===== src/rtl/ll_online_sequencer.sv =====
// ll_online_sequencer: bring-up controller for the logic-link auto-sync path.
// After link_up it latches the X/Y/Z delay configuration, raises tx_online
// and then rx_online, waits for the delayed echoes from ll_auto_sync (with an
// optional per-phase timeout), and reports link_ready. Failed attempts back
// off and retry until cfg_max_retry is exhausted, which lands in a sticky
// ERROR state that only clear_error leaves.
// Optional statistics outputs (stat_drop_cnt, stat_last_fail) are built when
// the macro LL_ONLINE_SEQ_STATS_EN is defined.
module ll_online_sequencer #(
    parameter int unsigned BACKOFF_CYCLES = 16,   // 1 .. 65536
    parameter int unsigned RETRY_W        = 4
) (
    input  logic               clk_wr,
    input  logic               rst_wr,
    input  logic               link_up,
    input  logic [15:0]        cfg_delay_x,
    input  logic [15:0]        cfg_delay_y,
    input  logic [15:0]        cfg_delay_z,
    input  logic [15:0]        cfg_timeout,
    input  logic [RETRY_W-1:0] cfg_max_retry,
    input  logic               clear_error,
    input  logic               tx_online_delay,
    input  logic               rx_online_delay,
    output logic               tx_online,
    output logic               rx_online,
    output logic [15:0]        delay_x_value,
    output logic [15:0]        delay_y_value,
    output logic [15:0]        delay_z_value,
    output logic               link_ready,
    output logic               seq_error,
`ifdef LL_ONLINE_SEQ_STATS_EN
    output logic [15:0]        stat_drop_cnt,
    output logic [1:0]         stat_last_fail,
`endif
    output logic [RETRY_W-1:0] retry_cnt,
    output logic [2:0]         seq_state
);

    typedef enum logic [2:0] {
        ST_IDLE    = 3'd0,
        ST_CFG     = 3'd1,
        ST_TX_UP   = 3'd2,
        ST_RX_UP   = 3'd3,
        ST_READY   = 3'd4,
        ST_BACKOFF = 3'd5,
        ST_ERROR   = 3'd6
    } state_t;

    // Timer value on the last BACKOFF cycle (timer starts at 0 on entry).
    localparam logic [15:0]        BACKOFF_LAST = 16'(BACKOFF_CYCLES - 1);
    localparam logic [RETRY_W-1:0] RETRY_MAX    = '1;
    localparam logic [RETRY_W-1:0] RETRY_ONE    = RETRY_W'(1);

    state_t             state_q;
    logic               tx_online_q;
    logic               rx_online_q;
    logic               link_ready_q;
    logic               seq_error_q;
    logic [RETRY_W-1:0] retry_q;
    logic [15:0]        delay_x_q;
    logic [15:0]        delay_y_q;
    logic [15:0]        delay_z_q;
    logic [15:0]        timer_q;
`ifdef LL_ONLINE_SEQ_STATS_EN
    logic [15:0]        drop_cnt_q;
    logic [1:0]         last_fail_q;
`endif

    // Saturating next values for the phase timer and the retry counter.
    logic [15:0]        timer_sat_d;
    logic [RETRY_W-1:0] retry_sat_d;
    logic               timeout_hit;

    // Saturating increments and the per-phase timeout compare (0 disables it).
    always_comb begin
        timer_sat_d = (timer_q == 16'hFFFF) ? timer_q : timer_q + 16'd1;
        retry_sat_d = (retry_q == RETRY_MAX) ? retry_q : retry_q + RETRY_ONE;
        timeout_hit = (cfg_timeout != 16'd0) && (timer_q == cfg_timeout - 16'd1);
    end

    // Sequencer FSM; every output is a register updated together with the state.
    always_ff @(posedge clk_wr) begin
        if (rst_wr) begin
            state_q      <= ST_IDLE;
            tx_online_q  <= 1'b0;
            rx_online_q  <= 1'b0;
            link_ready_q <= 1'b0;
            seq_error_q  <= 1'b0;
            retry_q      <= '0;
            delay_x_q    <= 16'd0;
            delay_y_q    <= 16'd0;
            delay_z_q    <= 16'd0;
            timer_q      <= 16'd0;
`ifdef LL_ONLINE_SEQ_STATS_EN
            drop_cnt_q   <= 16'd0;
            last_fail_q  <= 2'd0;
`endif
        end else begin
            case (state_q)
                ST_IDLE: begin
                    tx_online_q  <= 1'b0;
                    rx_online_q  <= 1'b0;
                    link_ready_q <= 1'b0;
                    timer_q      <= 16'd0;
                    if (link_up) begin
                        state_q <= ST_CFG;
                    end
                end

                ST_CFG: begin
                    // Configuration is captured only here; it is frozen for the attempt.
                    delay_x_q <= cfg_delay_x;
                    delay_y_q <= cfg_delay_y;
                    delay_z_q <= cfg_delay_z;
                    timer_q   <= 16'd0;
                    if (!link_up) begin
                        state_q     <= ST_BACKOFF;
                        tx_online_q <= 1'b0;
                    end else begin
                        state_q     <= ST_TX_UP;
                        tx_online_q <= 1'b1;
                    end
                end

                ST_TX_UP: begin
                    if (!link_up) begin
                        // Link drop: not counted as a failed attempt.
                        state_q     <= ST_BACKOFF;
                        tx_online_q <= 1'b0;
                        rx_online_q <= 1'b0;
                        timer_q     <= 16'd0;
                    end else if (tx_online_delay) begin
                        // Progress wins over a timeout landing on the same cycle.
                        state_q     <= ST_RX_UP;
                        rx_online_q <= 1'b1;
                        timer_q     <= 16'd0;
                    end else if (timeout_hit) begin
                        state_q     <= ST_BACKOFF;
                        tx_online_q <= 1'b0;
                        rx_online_q <= 1'b0;
                        retry_q     <= retry_sat_d;
                        timer_q     <= 16'd0;
`ifdef LL_ONLINE_SEQ_STATS_EN
                        last_fail_q <= 2'd1;
`endif
                    end else begin
                        timer_q <= timer_sat_d;
                    end
                end

                ST_RX_UP: begin
                    if (!link_up) begin
                        state_q     <= ST_BACKOFF;
                        tx_online_q <= 1'b0;
                        rx_online_q <= 1'b0;
                        timer_q     <= 16'd0;
                    end else if (!tx_online_delay) begin
                        // The tx side fell back while waiting for rx: failed attempt.
                        state_q     <= ST_BACKOFF;
                        tx_online_q <= 1'b0;
                        rx_online_q <= 1'b0;
                        retry_q     <= retry_sat_d;
                        timer_q     <= 16'd0;
`ifdef LL_ONLINE_SEQ_STATS_EN
                        last_fail_q <= 2'd3;
`endif
                    end else if (rx_online_delay) begin
                        state_q      <= ST_READY;
                        link_ready_q <= 1'b1;
                        retry_q      <= '0;
                        timer_q      <= 16'd0;
                    end else if (timeout_hit) begin
                        state_q     <= ST_BACKOFF;
                        tx_online_q <= 1'b0;
                        rx_online_q <= 1'b0;
                        retry_q     <= retry_sat_d;
                        timer_q     <= 16'd0;
`ifdef LL_ONLINE_SEQ_STATS_EN
                        last_fail_q <= 2'd2;
`endif
                    end else begin
                        timer_q <= timer_sat_d;
                    end
                end

                ST_READY: begin
                    if (!link_up) begin
                        state_q      <= ST_BACKOFF;
                        tx_online_q  <= 1'b0;
                        rx_online_q  <= 1'b0;
                        link_ready_q <= 1'b0;
                        timer_q      <= 16'd0;
`ifdef LL_ONLINE_SEQ_STATS_EN
                        if (drop_cnt_q != 16'hFFFF) begin
                            drop_cnt_q <= drop_cnt_q + 16'd1;
                        end
`endif
                    end
                end

                ST_BACKOFF: begin
                    // Outputs stay low for BACKOFF_CYCLES so downstream delays clear.
                    tx_online_q  <= 1'b0;
                    rx_online_q  <= 1'b0;
                    link_ready_q <= 1'b0;
                    if (timer_q == BACKOFF_LAST) begin
                        timer_q <= 16'd0;
                        if ((cfg_max_retry != '0) && (retry_q >= cfg_max_retry)) begin
                            state_q     <= ST_ERROR;
                            seq_error_q <= 1'b1;
                        end else begin
                            state_q <= ST_IDLE;
                        end
                    end else begin
                        timer_q <= timer_sat_d;
                    end
                end

                ST_ERROR: begin
                    // Sticky: link_up is ignored, only clear_error leaves.
                    tx_online_q  <= 1'b0;
                    rx_online_q  <= 1'b0;
                    link_ready_q <= 1'b0;
                    seq_error_q  <= 1'b1;
                    if (clear_error) begin
                        state_q     <= ST_IDLE;
                        seq_error_q <= 1'b0;
                        retry_q     <= '0;
                        timer_q     <= 16'd0;
`ifdef LL_ONLINE_SEQ_STATS_EN
                        drop_cnt_q  <= 16'd0;
                        last_fail_q <= 2'd0;
`endif
                    end
                end

                default: begin
                    state_q      <= ST_IDLE;
                    tx_online_q  <= 1'b0;
                    rx_online_q  <= 1'b0;
                    link_ready_q <= 1'b0;
                    timer_q      <= 16'd0;
                end
            endcase
        end
    end

    assign tx_online     = tx_online_q;
    assign rx_online     = rx_online_q;
    assign link_ready    = link_ready_q;
    assign seq_error     = seq_error_q;
    assign retry_cnt     = retry_q;
    assign delay_x_value = delay_x_q;
    assign delay_y_value = delay_y_q;
    assign delay_z_value = delay_z_q;
    assign seq_state     = state_q;
`ifdef LL_ONLINE_SEQ_STATS_EN
    assign stat_drop_cnt  = drop_cnt_q;
    assign stat_last_fail = last_fail_q;
`endif

endmodule

===== config.mk =====
export PLATFORM = sky130hd
export DESIGN_NAME = ll_online_sequencer
export DESIGN_NICKNAME = d
export VERILOG_FILES = /design/src/rtl/ll_online_sequencer.sv
export SDC_FILE = /design/constraint.sdc
export NUM_CORES = 1
export LEC_CHECK = 0
export CAP_MARGIN = 15
export CORE_MARGIN = 3
export CORE_UTILIZATION = 47
export CTS_CLUSTER_DIAMETER = 30
export DETAILED_ROUTE_END_ITERATION = 16
export HOLD_SLACK_MARGIN = 0.06
export PLACE_DENSITY = 0.78
export SYNTH_ARGS = -nofsm -noshare
export SYNTH_HDL_FRONTEND = slang
export SYNTH_SLANG_ARGS = --single-unit

===== constraint.sdc =====
create_clock -name clk_wr -period 3.01 [get_ports clk_wr]
set_input_delay 0.4515 -clock clk_wr [delete_from_list [all_inputs] [get_ports clk_wr]]
set_output_delay 0.4515 -clock clk_wr [all_outputs]
set_load 0.01 [all_outputs]

==> impl_metrics.py <==
metrics = {
    "sta": {
        "relSlewSlack_pct": 45.6,
        "min_period_ps": 2870,
        "worst_pin_slew_ps": 817,
        "hold_violations": 0,
        "fin_skew_ps": 9.73,
        "timing.final.ws_setup_ps": 138,
        "finalSetupViolations": 0,
        "fin_crit_sh_pct": 95.4,
        "timing.fmax_ghz": 0.348,
        "worst_hold_slack_ps": 457,
        "drv_slew": 0,
    },
    "yosys": {
        "async_flop_share_pct": 0,
        "synth.distinct_cells": 65,
        "yosys.area_share.simple_pct": 29.9,
        "syn_area_sq_mm": 0.00407,
        "synth_seq_cells": 75,
        "synth_top_family_by_area": "simple AND/OR/NAND/NOR gates",
        "synth_fa_ha_area_share_pct": 2.15,
        "yosysSeqAreaShare_pct": 36.9,
        "synth_edf_count": 0,
        "synth-xor-area-share_pct": 4.52,
        "syn_area_per_cell_sq_um": 7.50,
        "yosys_most_used_dff": "dfxtp_1",
        "synth.mux.area_fraction_pct": 0.246,
        "synthCells": 542,
        "syn_nets": 623,
        "yosysWarnings": 0,
        "synth_compound_area_share_pct": 20.8,
    },
    "power": {
        "p_total_mw": 3.35,
        "internal_power_mw": 2.10,
        "switching_share_pct": 37.2,
        "pwr-share-comb_pct": 40.2,
        "power.switching_mw": 1.24,
        "power_frac_seq_pct": 38.7,
        "p_leak_nw": 2.09,
        "cellPowerDensity_mw_per_mm2": 579,
        "clkPwrFrac_pct": 21.1,
        "ir_drop_mv": 0.366,
    },
    "floorplanning": {
        "core_area_sq_mm": 0.00830,
        "dieArea_sq_mm": 0.00980,
        "num_rows": 33,
        "die_w_um": 99.0,
        "die_h_um": 99.0,
        "initial_core_util_pct": 49.0,
        "pin_count": 133,
    },
    "cts": {
        "cts_tree": "built",
        "insertion_delay_ps": 350,
        "htree_levels": 3,
        "postCtsHoldBufs": 0,
        "cts_root_buf": "clkbuf_8",
        "clk_pin_slew_ps": 90,
        "cts_max_path_buffers": 2,
        "clock_sinks": 75,
        "numCtsBuffers": 9,
    },
    "setup_path": {
        "crit_required_ps": 3280,
        "rr_endpoint": "retry_cnt[2]",
        "worstRegToRegCells": 9,
        "crit_arrival_ps": 3140,
        "regToRegStartpoint": "timer_q[6]",
        "end_kind": "flop",
        "crit_type": "input pin to flop",
        "reg2reg_slack_ps": 510,
        "critPathLaunchType": "input pin",
        "crit_fanout": 9,
    },
    "detailed_routing": {
        "ant_nets": 0,
        "drt-pass1-iter-count": 6,
        "vias": 4407,
        "wl_um": 12400,
        "vias_per_cell": 5.60,
        "avgRoutedWirePerCell_um": 15.7,
        "drc_errors": 0,
        "drt_iter0_drc": 224,
    },
    "finish": {
        "fin_util_pct": 69.6,
        "nets": 759,
        "drive_gt1_share_pct": 8.21,
        "fill_cells": 687,
        "area_delta_synth_final_pct": 42.1,
        "final_common_cell": "clkdlybuf4s50_1",
        "antenna_cells": 0,
        "final_cell_mix": "clkdlybuf4s50_1, nand2_1, dfxtp_1",
    },
    "grt": {
        "grt_overflow": 0,
        "grt.total_usage_pct": 25.4,
        "grt_max_degree": 49,
        "antenna_found_initial": 0,
        "grt_pass1_vias": 4354,
        "grt_first_pass_wirelength_um": 20700,
    },
    "flow_run": {
        "cap_violations": 0,
    },
    "placement": {
        "place_ws_ps": -267,
        "port-buffer-count": 132,
        "gp_congestion": 0.952,
        "hpwl_um": 9230,
    },
    "worst_hold_path": {
        "hold_class": "flop to flop",
        "min_from": "delay_x_value[1]",
        "whs_endpoint": "delay_x_value[1]",
        "hold_depth": 2,
    },
    "outcome": {
        "outcome": "finished, final reports clean",
    },
}
layer usage:
metal  global-route usage [%]  share of wire, %
met1                     30.4                40
met2                     43.7                51
met3                     7.78               7.3
met4                     7.67               1.7
met5                        0                 0
area by class of cell:
class	instances	area, sq um	area share [%]
inverter	18	67.6	1.17
sequential	75	1500	26.0
timing repair buffer	161	1540	26.6
clock buffer	9	124	2.14
clock inverter	6	51.3	0.888
multi-input combinational	413	2370	40.9
tap	105	131	2.27
worst max path at each step:
stage                        end  cells past startpoint            from
floorplan             timer_q[1]                     12  cfg_timeout[0]
CTS                 retry_cnt[2]                     12  cfg_timeout[0]
detailed placement    timer_q[1]                     12  cfg_timeout[0]
global route        retry_cnt[2]                     13  cfg_timeout[1]
global placement      timer_q[3]                     11  cfg_timeout[1]
finish                timer_q[4]                     11  cfg_timeout[1]
repair_timing:
item / CTS / global route
hold endpoints to repair: 0 / 0
setup endpoints to repair: 0 / 23
gates resized for setup: 0 / 5
buffers inserted: 0 / 1
flip-flops by register name (all words and copies together) (netlist names):
signal,flops
delay_x_value,16
delay_y_value,16
delay_z_value,16
timer_q,16
retry_cnt,4
seq_state,3
link_ready,1
rx_online,1
seq_error,1
tx_online,1
synth_stat cells, types with 7 or more instances:
cell type	n	area share (%)
nand2_1	130	12
dfxtp_1	75	37
a21oi_1	64	7.9
clkbuf_1	25	2.3
nor2_1	23	2.1
nand3_1	19	2.3
inv_1	18	1.7
o21ai_0	14	1.7
xor2_1	13	2.8
nand4_1	11	1.7
nand2b_1	10	1.5
nor4_1	10	1.5
xnor2_1	8	1.7
ha_1	7	2.2
nor3_1	7	0.86
power by group through the flow:
stage	Sequential [mW]	Clock (mW)	Combinational, mW
2_1_floorplan	1.35	0	0.664
3_3_place_gp	1.30	0	1.32
3_5_place_dp	1.32	0	1.34
4_1_cts	1.30	0.724	1.35
5_1_grt	1.32	0.765	1.49
6_report	1.30	0.706	1.35
through the flow:
step / setup TNS, ps / cell area, sq um / std cells
6_report: 0 / 5780 / 787
5_1_grt: -396 / 5780 / 787
4_1_cts: 0 / 5750 / 786
3_5_place_dp: -3990 / 5570 / 771
3_3_place_gp: -1640 / 5570 / 771
2_1_floorplan: 0 / 4070 / 542
critical path, stage by stage:
cell and delay, ps:
clkdlybuf4s50_1 420, buf_4 150, or4_4 570, or3_1 330
nand3_1 90, nand3_1 90, nand4_1 150, a31oi_2 130
buf_6 180, or4_1 470, o211ai_1 100
logic make-up after synthesis:
kind of cell               Yosys count
AOI/OAI and AO/OA                  135
xor gates and xnor gates            21
adders and majority gates            7
buffers and inverters               54
DFF                                 75
muxes                                1
and+or+nand+nor                    249
No activity file was read; power rests on OpenSTA's default activity.
